<file path="src/rtl/pir_pkg.sv">
// Shared types for the PIR motion controller: FSM state encoding and a counter-width helper.
package pir_pkg;

    localparam logic [1:0] ENC_WARMUP = 2'd0;
    localparam logic [1:0] ENC_IDLE   = 2'd1;
    localparam logic [1:0] ENC_ACTIVE = 2'd2;
    localparam logic [1:0] ENC_HOLD   = 2'd3;

    typedef enum logic [1:0] {
        ST_WARMUP = ENC_WARMUP,
        ST_IDLE   = ENC_IDLE,
        ST_ACTIVE = ENC_ACTIVE,
        ST_HOLD   = ENC_HOLD
    } pir_state_t;

    // Width needed to hold 0..n-1, never less than one bit.
    function automatic int cnt_width(input int n);
        return (n > 1) ? $clog2(n) : 1;
    endfunction

endpackage

</file>
<file path="src/rtl/pir_debounce.sv">
// One PIR channel: 2-flop synchroniser followed by a DEB_LEN-sample debounce window.
module pir_debounce
    import pir_pkg::*;
#(
    parameter int DEB_LEN = 4
) (
    input  logic clk,
    input  logic rst,
    input  logic pir,
    output logic motion
);

    logic               sync1;
    logic               sync2;
    logic [DEB_LEN-1:0] shreg;

    // Flag only moves on a full window of agreeing samples; mixed windows hold it.
    always_ff @(posedge clk) begin
        if (rst) begin
            sync1  <= 1'b0;
            sync2  <= 1'b0;
            shreg  <= '0;
            motion <= 1'b0;
        end else begin
            sync1 <= pir;
            sync2 <= sync1;
            shreg <= {shreg[DEB_LEN-2:0], sync2};
            if (&shreg) begin
                motion <= 1'b1;
            end else if (~|shreg) begin
                motion <= 1'b0;
            end
        end
    end

endmodule

</file>
<file path="src/rtl/pir_motion_ctrl.sv">
// PIR motion controller: per-channel debounce, warm-up/idle/active/hold sequencing,
// blinking indicator LED and a saturating event counter.
//
// state  | meaning
// WARMUP | sensors settling after reset, motion ignored
// IDLE   | no motion, LED off, waiting for an event
// ACTIVE | motion present, LED blinking
// HOLD   | motion gone, waiting HOLD_CYC cycles before returning to IDLE
module pir_motion_ctrl
    import pir_pkg::*;
#(
    parameter int N_CH       = 4,
    parameter int DEB_LEN    = 4,
    parameter int WARMUP_CYC = 32000000,
    parameter int HOLD_CYC   = 32000000,
    parameter int BLINK_HALF = 16000000,
    parameter int CNT_W      = 16
) (
    input  logic             clk,
    input  logic             rst,
    input  logic [N_CH-1:0]  pir_in,
    input  logic [N_CH-1:0]  ch_enable,
    input  logic             clear_count,
    output logic [N_CH-1:0]  motion_vec,
    output logic             motion_any,
    output logic             led,
    output logic             event_pulse,
    output logic [CNT_W-1:0] event_count,
    output logic [1:0]       state
);

    localparam int WARM_W  = cnt_width(WARMUP_CYC);
    localparam int HOLD_W  = cnt_width(HOLD_CYC);
    localparam int BLINK_W = cnt_width(BLINK_HALF);

    localparam logic [WARM_W-1:0]  WARM_LAST  = WARM_W'(WARMUP_CYC - 1);
    localparam logic [HOLD_W-1:0]  HOLD_LAST  = HOLD_W'(HOLD_CYC - 1);
    localparam logic [BLINK_W-1:0] BLINK_LAST = BLINK_W'(BLINK_HALF - 1);
    localparam logic [CNT_W-1:0]   CNT_MAX    = {CNT_W{1'b1}};

    pir_state_t         cur;
    pir_state_t         nxt;
    logic               m;
    logic               evt;
    logic [WARM_W-1:0]  warm_cnt;
    logic [HOLD_W-1:0]  hold_cnt;
    logic [BLINK_W-1:0] blink_cnt;

    for (genvar i = 0; i < N_CH; i++) begin : g_ch
        pir_debounce #(
            .DEB_LEN (DEB_LEN)
        ) u_deb (
            .clk    (clk),
            .rst    (rst),
            .pir    (pir_in[i]),
            .motion (motion_vec[i])
        );
    end

    assign m     = |(motion_vec & ch_enable);
    assign state = cur;

    always_ff @(posedge clk) begin
        if (rst) begin
            cur <= ST_WARMUP;
        end else begin
            cur <= nxt;
        end
    end

    always_comb begin
        nxt = cur;
        evt = 1'b0;
        case (cur)
            ST_WARMUP: begin
                if (warm_cnt == WARM_LAST) begin
                    nxt = ST_IDLE;
                end
            end
            ST_IDLE: begin
                if (m) begin
                    nxt = ST_ACTIVE;
                    evt = 1'b1;
                end
            end
            ST_ACTIVE: begin
                if (!m) begin
                    nxt = ST_HOLD;
                end
            end
            ST_HOLD: begin
                // Returning motion beats an expiring hold timer.
                if (m) begin
                    nxt = ST_ACTIVE;
                end else if (hold_cnt == HOLD_LAST) begin
                    nxt = ST_IDLE;
                end
            end
            default: nxt = ST_WARMUP;
        endcase
    end

    always_ff @(posedge clk) begin
        if (rst) begin
            warm_cnt <= '0;
            hold_cnt <= '0;
        end else begin
            warm_cnt <= (cur == ST_WARMUP && warm_cnt != WARM_LAST) ? warm_cnt + WARM_W'(1) : '0;
            hold_cnt <= (cur == ST_HOLD && nxt == ST_HOLD) ? hold_cnt + HOLD_W'(1) : '0;
        end
    end

    // Blink phase runs across ACTIVE<->HOLD; only a new event or leaving to IDLE restarts it.
    always_ff @(posedge clk) begin
        if (rst) begin
            led       <= 1'b0;
            blink_cnt <= '0;
        end else if (evt) begin
            led       <= 1'b1;
            blink_cnt <= '0;
        end else if (nxt == ST_ACTIVE || nxt == ST_HOLD) begin
            if (blink_cnt == BLINK_LAST) begin
                led       <= ~led;
                blink_cnt <= '0;
            end else begin
                blink_cnt <= blink_cnt + BLINK_W'(1);
            end
        end else begin
            led       <= 1'b0;
            blink_cnt <= '0;
        end
    end

    always_ff @(posedge clk) begin
        if (rst) begin
            motion_any  <= 1'b0;
            event_pulse <= 1'b0;
            event_count <= '0;
        end else begin
            motion_any  <= m;
            event_pulse <= evt;
            if (clear_count) begin
                event_count <= CNT_W'(evt);
            end else if (evt && event_count != CNT_MAX) begin
                event_count <= event_count + CNT_W'(1);
            end
        end
    end

endmodule
</file>
<file path="config.mk">
export PLATFORM = sky130hd
export DESIGN_NAME = pir_motion_ctrl
export DESIGN_NICKNAME = d
export VERILOG_FILES = /design/src/rtl/pir_pkg.sv /design/src/rtl/pir_debounce.sv /design/src/rtl/pir_motion_ctrl.sv
export SDC_FILE = /design/constraint.sdc
export NUM_CORES = 1
export LEC_CHECK = 0
export CAP_MARGIN = 5
export CELL_PAD_IN_SITES_DETAIL_PLACEMENT = 0
export CELL_PAD_IN_SITES_GLOBAL_PLACEMENT = 2
export CORE_AREA = 2 2 151 94
export DETAILED_ROUTE_END_ITERATION = 8
export DIE_AREA = 0 0 153 96
export PLACE_DENSITY_LB_ADDON = 0.1
export SKIP_LAST_GASP = 1
export SLEW_MARGIN = 25
export SYNTH_ARGS = -nofsm -noshare
export SYNTH_HDL_FRONTEND = slang
export SYNTH_SLANG_ARGS = --single-unit
</file>
<file path="constraint.sdc">
create_clock -name clk -period 2.76 [get_ports clk]
set_input_delay 0.414 -clock clk [delete_from_list [all_inputs] [get_ports clk]]
set_output_delay 0.414 -clock clk [all_outputs]
set_load 0.005 [all_outputs]
</file>
# Yosys cells after proc, flatten, opt, wreduce, memory -nomap -nowiden
# Cells that the tools add are included.
# op_classes
addsub	4
n_eq_ne	15
mux	21
n_bitwise	5
reduce_logical	19
# ops
operator	n
25-bit by 1-bit adder with 25-bit output (second input constant)	2
25-bit == test (second input constant)	2
25-bit inequality test (second input constant)	1
24-bit by 1-bit adder with 24-bit output (second input constant)	1
24-bit == test (second input constant)	1
4-bit OR reduction	6
16-bit by 1-bit adder with 16-bit output (second input constant)	1
16-bit inequality test (second input constant)	1
4-bit AND reduction	4
1-bit two-way mux	15
2-bit two-way mux	5
2-bit == test (second input constant)	4
2-bit by 1-bit inequality test with 1-bit output (second input constant)	4
2-bit one-hot mux with 4 select lines	1
2-bit OR reduction	3
4-bit AND	1
1-bit inverter	4
1-bit logical AND	3
3-bit by 2-bit inequality test with 1-bit output (second input constant)	1
2-bit by 1-bit == test with 1-bit output (second input constant)	1
2-bit zero test	1
2-bit nonzero test	1
1-bit logical OR	1
# word_totals
reg_bits	123
inputBits	11
output_inout_bits	25
wordCells	89

# Logic depth before layout (Yosys ltp)
# Gate-level depths: netlist of the first run.
# depth
word_depth	8
ltp_mapped	8
depth_no_buf	6

# Hierarchy
# Synthesis of the first run repeated with hierarchy kept, for this count alone.
# unflattened
cells_unflattened	553
hier_area_um2	5104.9
# modules_own_cells
module	instances	cells_each	area_each_um2	seq_area_each_um2
pir_motion_ctrl	1	489	4284.1	1901.8
pir_debounce	4	16	205.2	140.1

# Worst setup path before layout of the first run
# Ideal clock, no wire load.
# synth_path
path_type	reg2reg
startpoint	register hold_cnt[11]
endpoint	register blink_cnt[16]
setup_ps	115
t_arrival_ps	1736
required_ps	2645
slack_ps	910
stages_incl_launch_ff	7
n_path_buf	1
period_less_slack_ps	1850
cell_sequence	dfxtp_1 > or4_4 > nor4_4 > nand4_2 > o211ai_4 > buf_6 > nor2_2
# synth_via
elab_chain_cells	8
word_cells_on_any_way	9
cone_classes	eq/ne: 3; mux: 3; bitwise: 1; reduce/logical: 2
# synth_rtl
element	line	rtl
start, declared	pir_motion_ctrl.sv:46	logic [HOLD_W-1:0] hold_cnt;
start signal, assigned	pir_motion_ctrl.sv:109	hold_cnt <= (cur == ST_HOLD && nxt == ST_HOLD) ? hold_cnt + HOLD_W'(1) : '0;
25-bit == test (*)	pir_motion_ctrl.sv:95	end else if (hold_cnt == HOLD_LAST) begin
2-bit two-way mux (*)	pir_motion_ctrl.sv:95	
2-bit two-way mux (*)	pir_motion_ctrl.sv:93	if (m) begin
2-bit one-hot mux with 4 select lines (*)	pir_motion_ctrl.sv:74	case (cur)
2-bit == test	pir_motion_ctrl.sv:121	end else if (nxt == ST_ACTIVE || nxt == ST_HOLD) begin
1-bit logical OR (*)	pir_motion_ctrl.sv:121	
1-bit inverter (no source line) (*)	n/a	
4-bit OR reduction (no source line) (*)	n/a	
end signal, assigned	pir_motion_ctrl.sv:126	blink_cnt <= blink_cnt + BLINK_W'(1);
end, declared	pir_motion_ctrl.sv:47	logic [BLINK_W-1:0] blink_cnt;
# Every way passes the cells marked *; elsewhere a longest branch is shown, timed or not.
# A chain may end at the register's enable or synchronous reset.

# Worst setup path in the final report of the first run
# layout_path
startpoint	register cur[0], in the netlist state[0]
endpoint	register event_count[14]
# layout_via
elab_chain_cells	3
# layout_rtl
element	line	rtl
start, declared	pir_motion_ctrl.sv:41	pir_state_t cur;
start signal, assigned	pir_motion_ctrl.sv:67	cur <= nxt;
2-bit by 1-bit == test with 1-bit output	pir_motion_ctrl.sv:74	
1-bit two-way mux	pir_motion_ctrl.sv:74	
1-bit logical AND	pir_motion_ctrl.sv:144	end else if (evt && event_count != CNT_MAX) begin
end signal, assigned	pir_motion_ctrl.sv:143	event_count <= CNT_W'(evt);
end signal, assigned	pir_motion_ctrl.sv:145	event_count <= event_count + CNT_W'(1);
end, declared	pir_motion_ctrl.sv:28	output logic [CNT_W-1:0] event_count,
# No other way between the ends.

==> summary.md, run 1 <==
| Metric | Value |
|---|---|
| Status | completed |
| Clock root cell | clkbuf_16 |
| Switch Pwr | 905 uW |
| Worst path required time | 3.10 ns |
| R2R depth | 5 |
| Mean Syn Cell Area | 9.17 um2 |
| Clock period minus worst slack | 2.23 ns |
| Post-layout util | 46.5% |
| ANT cells | 0 |
| CTS sink count | 123 |
| Filler Cell Count | around 1.3k |
| Most common cell after layout, fill and taps aside | dfxtp_1 |
| #FFs+latches synth | 123 |
| Fmax | 448 MHz |
| Total gr overflow | 0 |
| R2r startpoint | state[0] |
| Unrepaired setup endpoints after global routing | false |
| Clk_lat worst skew | between 0.4 and 0.5 ns |
| Syn-to-layout area delta | 21.7% |
| Final Cycle Share | 80.9% |
| Worst Skew | 0.00750 ns |
| Starting Density | 38.2% |
| Setup crit start kind | flop |
| Finished layout cell area | 0.00621 mm2 |
| Via count | roughly 3.8k |
| Worst hold-check path type | reg2reg |
| CP arrival | 2.57 ns |
| Post-route setup TNS | 0 ns |
| Wire per inst | 13.0 um |
| Final worst setup slack | 0.526 ns |
| Largest net degree at the start of global routing | 31 |
| Final Max Slew Viols | 0 |
| Yosys warns | 0 |
| Critical path type | reg2reg |
| Die ar. | 0.0147 mm2 |
| Clock buffer depth | 2 |
| Clk pwr share | between 50% and 60% |
| Cell count after synthesis | roughly 560 |
| Initial antenna violation count | 0 |
| Vias in the first global route | 3518 |
| Hold path depth | 1 |
| Vias per cell | 4.82 |
| Detailed Route Iter0 Violations | 122 |
| Sequential area share after synthesis | between 40% and 50% |
| Ys async rst share | 0% |
| Post-Route WL | 10.3 mm |
| Chip Height | 96 um |
| Placed wire-length estimate | 6.94 mm |
| Max cap viols | 0 |
| Number of synthesized flops with an enable pin | 0 |
| CTS Hold Bufs | 0 |
| Worst vdd rail ir drop | between 300 and 400 uV |
| TritonCTS buffer count | 17 |
| Detailed Routing Iterations Pass 1 | 4 |
| Core area | around 0.013 mm2 |
| Internal power | 3070 uW |
| Fin. Hold Viols | 0 |
| Layout cells sized above 1 | slightly above 10% |
| Most frequent cells in the layout | dfxtp_1, nor2_1, xor2_1, clkdlybuf4s50_1, nand3_1 |
| Gr usage total | 15.2% |
| Measured slew at the worst slew-check pin | around 0.75 ns |
| Row Count | 33 |
| Post-Syn Area | slightly above 0.005 mm2 |
| Crit end category | flop |
| Leak | 0.00212 uW |
| Logic pwr share | 1.3% |
| # IOs | 36 |
| Hold Path Origin | g_ch[2].u_deb.sync2 |
| # Post-CTS Setup Buffers | 0 |
| Hold path endpoint | g_ch[2].u_deb.shreg[0] |
| Crit-path max FO | 8 |
| H-tree Lvls | 4 |
| Final ANT Viol Nets | 0 |
| Setup-failing EPs final | 0 |
| CTS resizes | 0 |
| Sequential fraction of design power | 45.2% |
| Relative slew slack | 49.7% |
| First-pass GRT wire length | 17.7 mm |
| CTS tree | done |
| Critical R2R Capture | event_count[14] |
| Top_reg_cell synth | dfxtp_1 |
| DRC violations left | 0 |
| Mapped Nets | 571 |
| Reg clk slew, reported paths | ~0.060 ns |
| Reg-to-reg slack, setup | 0.53 ns |
| Routability congestion estimate | 0.760 |
| Die X | 153 um |
| Pre-CTS setup slack | approximately 0.35 ns |
| Nets@finish | 615 |
| Cell variety after synth | 48 |
| Port bufs | 35 |
| Switching Fraction | between 20% and 30% |
| Power Dens Cells | between 600 and 700 mW/mm2 |
| Cell area after placement | 0.00564 mm2 |
==> power by group through the flow <==
stage	Sequential, uW	Clock (uW)	Combinational [uW]
after detailed placement	1830	0	52.2
final	1790	2130	51.1
after CTS	1790	2180	52.4
after global routing	1790	2260	57.8
after floorplan	1830	0	30.4
after global placement	1830	0	51.3
==> stage by stage <==
step	total power, uW	instances	hold WS, ns
floorplan	1860	556	0.414
global placement	1880	756	0.418
detailed placement	1890	756	0.426
CTS	4020	788	0.440
global route	4120	788	0.459
finish	3970	788	0.434
==> layout make-up <==
cell class / instances / area [um2] / share of cell area (%)
repair buffers: 45 / 425 / 6.85
well taps: 175 / 219 / 3.53
flip-flops and latches: 123 / 2460 / 39.7
inverters: 8 / 30.0 / 0.484
clock inverters: 15 / 141 / 2.28
multi-input cells: 405 / 2500 / 40.3
clock buffers: 17 / 425 / 6.85
==> worst max path at each step <==
| stage | start | to | depth (start not counted) |
|---|---|---|---|
| after floorplan | hold_cnt[11] | blink_cnt[16] | 6 |
| after global placement | ch_enable[0] | event_count[14] | 6 |
| after detailed placement | ch_enable[0] | event_count[14] | 6 |
| after CTS | state[0] | event_count[14] | 5 |
| after global routing | state[0] | event_count[14] | 5 |
| final | state[0] | event_count[14] | 5 |
==> critical path, cell delays in order, from the launching register on <==
cell     delay, ns
dfxtp_1       0.47
nor2b_1       0.31
o21ai_1       0.27
or4b_2        0.76
nor2_1        0.17
mux2i_1       0.19
==> registers in the layout, summed over array words and instances (netlist names), 2 cells and up <==
register	cells
g_ch.u_deb.motion	4
g_ch.u_deb.sync1	4
g_ch.u_deb.shreg	16
blink_cnt	24
state	2
event_count	16
warm_cnt	25
hold_cnt	25
g_ch.u_deb.sync2	4
==> logic make-up (layout without fill, tap and decap cells) <==
| group | Yosys count | count (layout) | share of synthesized area, % |
|---|---|---|---|
| adders and majority gates | 4 | 4 | 0.981 |
| DFF | 123 | 123 | 48.3 |
| and+or+nand+nor | 292 | 292 | 30.2 |
| xor gates and xnor gates | 78 | 78 | 13.4 |
| muxes | 2 | 2 | 0.392 |
| buffers and inverters | 28 | 85 | 2.80 |
| AOI/OAI and AO/OA | 29 | 29 | 3.92 |
==> cells in the mapped netlist (2+ instances only) <==
| library cell | number | share of area (%) |
|---|---|---|
| a211oi_1 | 2 | 0.29 |
| a21oi_1 | 7 | 0.69 |
| a22o_1 | 2 | 0.34 |
| and2_1 | 3 | 0.37 |
| and3_1 | 15 | 1.8 |
| and4_1 | 10 | 1.7 |
| and4b_1 | 2 | 0.39 |
| buf_2 | 6 | 0.59 |
| buf_4 | 4 | 0.59 |
| buf_6 | 2 | 0.44 |
| clkbuf_1 | 7 | 0.52 |
| dfxtp_1 | 123 | 48 |
| ha_1 | 4 | 0.98 |
| inv_1 | 8 | 0.59 |
| mux2i_1 | 2 | 0.39 |
| nand2_1 | 33 | 2.4 |
| nand3_1 | 34 | 3.3 |
| nand4_1 | 25 | 3.1 |
| nand4_2 | 2 | 0.49 |
| nor2_1 | 100 | 7.4 |
| nor2_2 | 10 | 1.2 |
| nor2b_1 | 27 | 3.3 |
| nor3_1 | 9 | 0.88 |
| nor3b_1 | 2 | 0.29 |
| nor4_1 | 6 | 0.74 |
| nor4b_1 | 3 | 0.52 |
| o21ai_0 | 7 | 0.69 |
| o31ai_1 | 4 | 0.59 |
| or3_1 | 2 | 0.25 |
| xnor2_1 | 30 | 5.2 |
| xor2_1 | 48 | 8.2 |
==> metal layers <==
metal	track usage, %	wire length [um]
met5	0	0
met4	5.56	106
met3	3.56	381
met2	20.7	3970
met1	23.0	5820
Note: power is estimated with default switching activity, not from simulation.
==> run 2, diff against run 1 <==
--- a/config.mk
+++ b/config.mk
@@ -8,9 +8,9 @@
 export CAP_MARGIN = 5
 export CELL_PAD_IN_SITES_DETAIL_PLACEMENT = 0
 export CELL_PAD_IN_SITES_GLOBAL_PLACEMENT = 2
-export CORE_AREA = 2 2 151 94
+export CORE_AREA = 2 2 164 102
 export DETAILED_ROUTE_END_ITERATION = 8
-export DIE_AREA = 0 0 153 96
+export DIE_AREA = 0 0 166 104
 export PLACE_DENSITY_LB_ADDON = 0.1
 export SKIP_LAST_GASP = 1
 export SLEW_MARGIN = 25
==> constraint.sdc (replaced) <==
create_clock -name clk -period 2 [get_ports clk]
set_input_delay 0.3 -clock clk [delete_from_list [all_inputs] [get_ports clk]]
set_output_delay 0.3 -clock clk [all_outputs]
set_load 0.005 [all_outputs]
==> run 2 against run 1 <==
Design area is 6.0% higher. Clock power grew 40%. Setup slack lost 0.48 ns. Die area increased by 18%. Register-to-register slack got worse by 0.48 ns. Hold slack lost 0.0011 ns. Clock skew is 0.0017 ns higher. Utilization is 4.9 points lower. Critical path depth up 1. Non-clock buffer count rose by 33. Wire length is 7.8% higher. Critical endpoint is now blink_cnt[21]. Highest routed layer unchanged.
==> summary.md, run 2 (synthesis gave the netlist of run 1 again) <==
| Metric | Value |
|---|---|
| Status | completed |
| Crit-path max FO | 6 |
| CTS sink count | 123 |
| Fmax | 513 MHz |
| CTS Hold Bufs | 0 |
| First-pass GRT wire length | about 18 mm |
| Worst path required time | 2.30 ns |
| Nets@finish | 648 |
| Most common cell after layout, fill and taps aside | dfxtp_1 |
| Worst vdd rail ir drop | ~510 uV |
| Core area | 0.0158 mm2 |
| Total gr overflow | 0 |
| Chip Height | roughly 100 um |
| ANT cells | 0 |
| Die X | 166 um |
| CP max stage delay | 0.54 ns |
| Leak | roughly 0.0023 uW |
| Vias per cell | 4.63 |
| Final worst setup slack | 0.0496 ns |
| Worst hold-check path type | reg2reg |
| Final ANT Viol Nets | 0 |
| Detailed Routing Iterations Pass 1 | 4 |
| Via count | 3962 |
| Setup-failing EPs final | 0 |
| Row Count | 36 |
| Worst path cell trace | or4_4 -> nor4_4 -> nand4_2 -> o211ai_4 -> clkbuf_16 -> nor2_2 |
| Placed wire-length estimate | around 7.7 mm |
| Final Cycle Share | 97.5% |
| Port bufs | 35 |
| # IOs | 36 |
| Detailed Route Iter0 Violations | between 200 and 250 |
| Placed insts | 820 |
| Post-Route WL | about 11 mm |
| TritonCTS buffer count | 17 |
| Routability congestion estimate | 0.745 |
| CTS tree | done |
| Largest net degree at the start of global routing | 31 |
| Most frequent cells in the layout | dfxtp_1, nor2_1, xor2_1, buf_4, clkdlybuf4s50_1 |
| Max cap viols | 0 |
| Starting Density | between 30% and 40% |
| Clock root cell | clkbuf_16 |
| Fin. Hold Viols | 0 |
| Worst Skew | 0.00917 ns |
| Crit end category | flop |
| Power Dens Cells | 841 mW/mm2 |
| Syn-to-layout area delta | 28.9% |
| Critical path type | reg2reg |
| Initial antenna violation count | 0 |
| Clock buffer depth | 2 |
| Setup crit start kind | flop |
| Layout cells sized above 1 | 15.3% |
| Pre-CTS setup slack | -0.298 ns |
| Relative slew slack | 62.2% |
| Unrepaired setup endpoints after global routing | true |
| Reg clk slew, reported paths | ~0.06 ns |
| Vias in the first global route | 3573 |
| H-tree Lvls | 4 |
| Crit-path slowest cell | or4_4 |
| Final Non-Filler Cells | 855 |
| Wire per inst | 12.9 um |
| CP arrival | 2.26 ns |
| Clock period minus worst slack | 1.95 ns |
| Clk_lat worst skew | 0.41 ns |
| Measured slew at the worst slew-check pin | about 0.56 ns |
| DRC violations left | 0 |
| Biggest regs | hold_cnt x25, warm_cnt x25, blink_cnt x24 |
| Die ar. | 0.0173 mm2 |
| Gr usage total | a little over an eighth |
| Final Max Slew Viols | 0 |
==> run 2: cell types whose count changed in the layout (fill, tap and decap cells not counted), moves of 2 or more <==
cell	delta
nor2_4	+2
dfxtp_1	-3
clkbuf_1	+2
buf_4	+29
dfxtp_2	+3
buf_12	+2
inv_6	-3
==> run 2: layout make-up <==
cell class / count / area, um2
sequential: 123 / 2470
fill: 1546 / 9230
timing repair buffer: 78 / 719
tap: 209 / 262
clock buffer: 19 / 433
inverter: 8 / 30.0
multi-input combinational: 405 / 2520
clock inverter: 13 / 145
==> run 2: report_power, final <==
group	total [uW]	switching, uW	internal, uW
Clock	2980	1140	1840
Combinational	72.9	37.7	35.2
Sequential	2480	8.06	2470
Total	5530	1190	4350
==> run 2: stage by stage <==
step / power (uW) / hold slack (ns) / TNS (ns) / utilization [%] / cell area (um2)
5_1_grt: 5740 / 0.428 / -0.644 / 41.6 / 6580
2_1_floorplan: 2570 / 0.404 / 0 / - / 5100
3_5_place_dp: 2600 / 0.424 / -1.05 / 37.5 / 5930
3_3_place_gp: 2600 / 0.416 / -0.655 / 37.5 / 5930
6_report: 5530 / 0.433 / 0 / 41.6 / 6580
4_1_cts: 5630 / 0.430 / 0 / 41.1 / 6500
==> run 2: routing by layer <==
layer	vias up	global-route usage [%]	routed length [um]
met5	-	0	0
met4	0	5.22	121
met3	12	3.84	590
met2	91	17.1	4210
met1	1808	19.7	6150
li1	2051	-	-
==> run 2: repair_timing <==
| item | CTS | global route |
|---|---|---|
| setup endpoints to repair | 0 | 29 |
| gates resized for setup | 0 | 9 |
| buffers inserted | 0 | 1 |
==> run 2: path summary, 6_finish.rpt <==
check	startpoint	cells after the start	to	slack [ns]
setup / recovery	hold_cnt[11]	6	blink_cnt[21]	0.05
hold / removal	g_ch[2].u_deb.sync1	1	g_ch[2].u_deb.sync2	0.43
setup reg to reg	hold_cnt[11]	6	blink_cnt[21]	0.05
hold reg to reg	g_ch[2].u_deb.sync1	1	g_ch[2].u_deb.sync2	0.43
==> run 2: critical path: cells and delay by family, from the launching register on <==
family / cells / cell delay, ns
AND/OR/NAND/NOR: 4 / 0.99
flip-flops: 1 / 0.32
AO/OA/AOI/OAI: 1 / 0.32
buffers and inverters: 1 / 0.22
==> run 3, diff against run 2 <==
--- a/config.mk
+++ b/config.mk
@@ -11,7 +11,7 @@
 export CORE_AREA = 2 2 164 102
 export DETAILED_ROUTE_END_ITERATION = 8
 export DIE_AREA = 0 0 166 104
-export PLACE_DENSITY_LB_ADDON = 0.1
+export PLACE_DENSITY_LB_ADDON = 0.3
 export SKIP_LAST_GASP = 1
 export SLEW_MARGIN = 25
 export SYNTH_ARGS = -nofsm -noshare
==> run 3 against run 2 <==
Critical path depth unchanged. Highest routed layer unchanged. Non-clock buffer count decreased by 4. First-iteration DRC count increased by 11%. Design area decreased by 0.76%. Clock skew increased by 0.0034 ns. Flip-flop and latch count unchanged. Critical path type unchanged. Hold slack improved by 0.0026 ns. Sequential power about the same. Power increased by 1.7%.
==> summary.md, run 3 (synthesis gave the netlist of run 1 again) <==
| Metric | Value |
|---|---|
| Status | completed |
| # IOs | 36 |
| Gr usage total | a little over an eighth |
| ANT cells | 0 |
| Clock root cell | clkbuf_16 |
| CP arrival | about 2.2 ns |
| Die X | 166 um |
| Crit end category | flop |
| Worst path required time | 2.30 ns |
| Total gr overflow | 0 |
| H-tree Lvls | 4 |
| Routability congestion estimate | 0.768 |
| Biggest regs | hold_cnt x25, warm_cnt x25, blink_cnt x24 |
| Chip Height | roughly 100 um |
| Cell class contributing the biggest share of worst-path delay | simple AND/OR/NAND/NOR gates |
| Port bufs | 35 |
| CTS tree | done |
| Die ar. | between 0.015 and 0.02 mm2 |
| Unrepaired setup endpoints after global routing | true |
| Clock buffer depth | 2 |
| Worst Skew | 0.0126 ns |
| Worst path cell trace | or4_4 -> nor4_4 -> nand4_2 -> o211ai_4 -> buf_12 -> nor2_1 |
| Most frequent cells in the layout | dfxtp_1, nor2_1, xor2_1, buf_4, clkdlybuf4s50_1 |
| Vias per cell | 4.61 |
| Wire per inst | 12.5 um |
| Most common cell after layout, fill and taps aside | dfxtp_1 |
| Row Count | 36 |
| Detailed Routing Iterations Pass 1 | 4 |
| Worst vdd rail ir drop | 470 uV |
| Crit-path slowest cell | or4_4 |
| Fin. Hold Viols | 0 |
| Measured slew at the worst slew-check pin | approximately 0.55 ns |
| Placed wire-length estimate | 7.50 mm |
| Core area | 0.0158 mm2 |
| Post-Route WL | ~11 mm |
| Relative slew slack | 63.2% |
| Critical path type | reg2reg |
| Clock period minus worst slack | about 1.9 ns |
| Setup crit start kind | flop |
| TritonCTS buffer count | 17 |
| Setup-failing EPs final | 0 |
| Leak | about 0.0023 uW |
| Clk_lat worst skew | approximately 0.41 ns |
| Worst hold-check path type | reg2reg |
| Starting Density | 32.3% |
| Fmax | 514 MHz |
| Max cap viols | 0 |
| Initial antenna violation count | 0 |
| CTS Hold Bufs | 0 |
| Final Max Slew Viols | 0 |
| Syn-to-layout area delta | 27.9% |
| First-pass GRT wire length | 18.3 mm |
| DRC violations left | 0 |
| Nets@finish | 644 |
| Final ANT Viol Nets | 0 |
| Reg clk slew, reported paths | around 0.06 ns |
| Power Dens Cells | around 860 mW/mm2 |
| Via count | 3924 |
| Worst hold slack | approximately 0.44 ns |
| Largest net degree at the start of global routing | 31 |
| Post-layout util | 41.3% |
| Detailed Route Iter0 Violations | 260 |
| Register area | 0.00246 mm2 |
| CTS sink count | 123 |
| CP max stage delay | 0.53 ns |
| Worst Path Buf+Inv | 1 |
| Layout cells sized above 1 | 14.2% |
| Filler Cell Count | approximately 1.6k |
| Final Cycle Share | a little over nine tenths |
| Crit-path max FO | 24 |
| Multi-input combinational cell area | 0.00250 mm2 |
| Vias in the first global route | 3679 |
[run 3: changes by cell type in the layout (fill, tap and decap cells not counted), sizes merged]
cell and delta:
inv +10, clkinv -5, buf -3, clkbuf -3
clkinvlp -2, bufinv -1
[run 3: worst register-to-register path, cell delays in order, from the launching register on]
cell,delay (ns)
dfxtp_1,0.34
or4_4,0.53
nor4_4,0.26
nand4_2,0.21
o211ai_4,0.23
buf_12,0.20
nor2_1,0.08
[run 3: path summary, 6_finish.rpt]
path,from,endpoint,slack [ns],depth (start not counted)
setup / recovery,hold_cnt[12],blink_cnt[2],0.06,6
hold / removal,g_ch[1].u_deb.sync1,g_ch[1].u_deb.sync2,0.44,1
setup reg to reg,hold_cnt[12],blink_cnt[2],0.06,6
hold reg to reg,g_ch[1].u_deb.sync1,g_ch[1].u_deb.sync2,0.44,1
[run 3: stage by stage]
step           power (uW)  instance area (um2)  setup slack (ns)  std cells  setup TNS (ns)
2_1_floorplan        2570                 5100             0.150        556               0
3_3_place_gp         2610                 5920            -0.306        817          -0.814
3_5_place_dp         2610                 5920            -0.348        817           -1.11
4_1_cts              5720                 6510            0.0324        849               0
5_1_grt              5850                 6530           -0.0422        851          -0.676
6_report             5630                 6530            0.0558        851               0
[run 3: what timing repair did]
| action | in CTS | in global routing |
|---|---|---|
| resized for setup | 0 | 1 |
| buffers inserted | 0 | 2 |
| setup endpoints to repair | 0 | 26 |
| endpoints found under the hold margin | 0 | 0 |
[run 3: where the power goes]
group          total [uW]  leakage [uW]  switching, uW  internal (uW)
Clock                3080      0.000291           1290           1790
Combinational        76.3       0.00102           38.4           37.9
Sequential           2470      0.000993           7.93           2470
[run 3: metal layers]
layer	GRT usage (%)	wire, um	up-vias
met2	17.8	4190	57
met1	19.6	6030	1811
met4	3.91	80	0
met3	4.07	372	7
met5	0	0	-
li1	-	-	2049
[run 3: cell type report]
type	count	share of cell area, %
inverter	8	0.460
clock buffer	17	6.52
clock inverter	15	2.55
tap	209	4.01
timing repair buffer	74	10.4
sequential	123	37.7
multi-input combinational	405	38.3
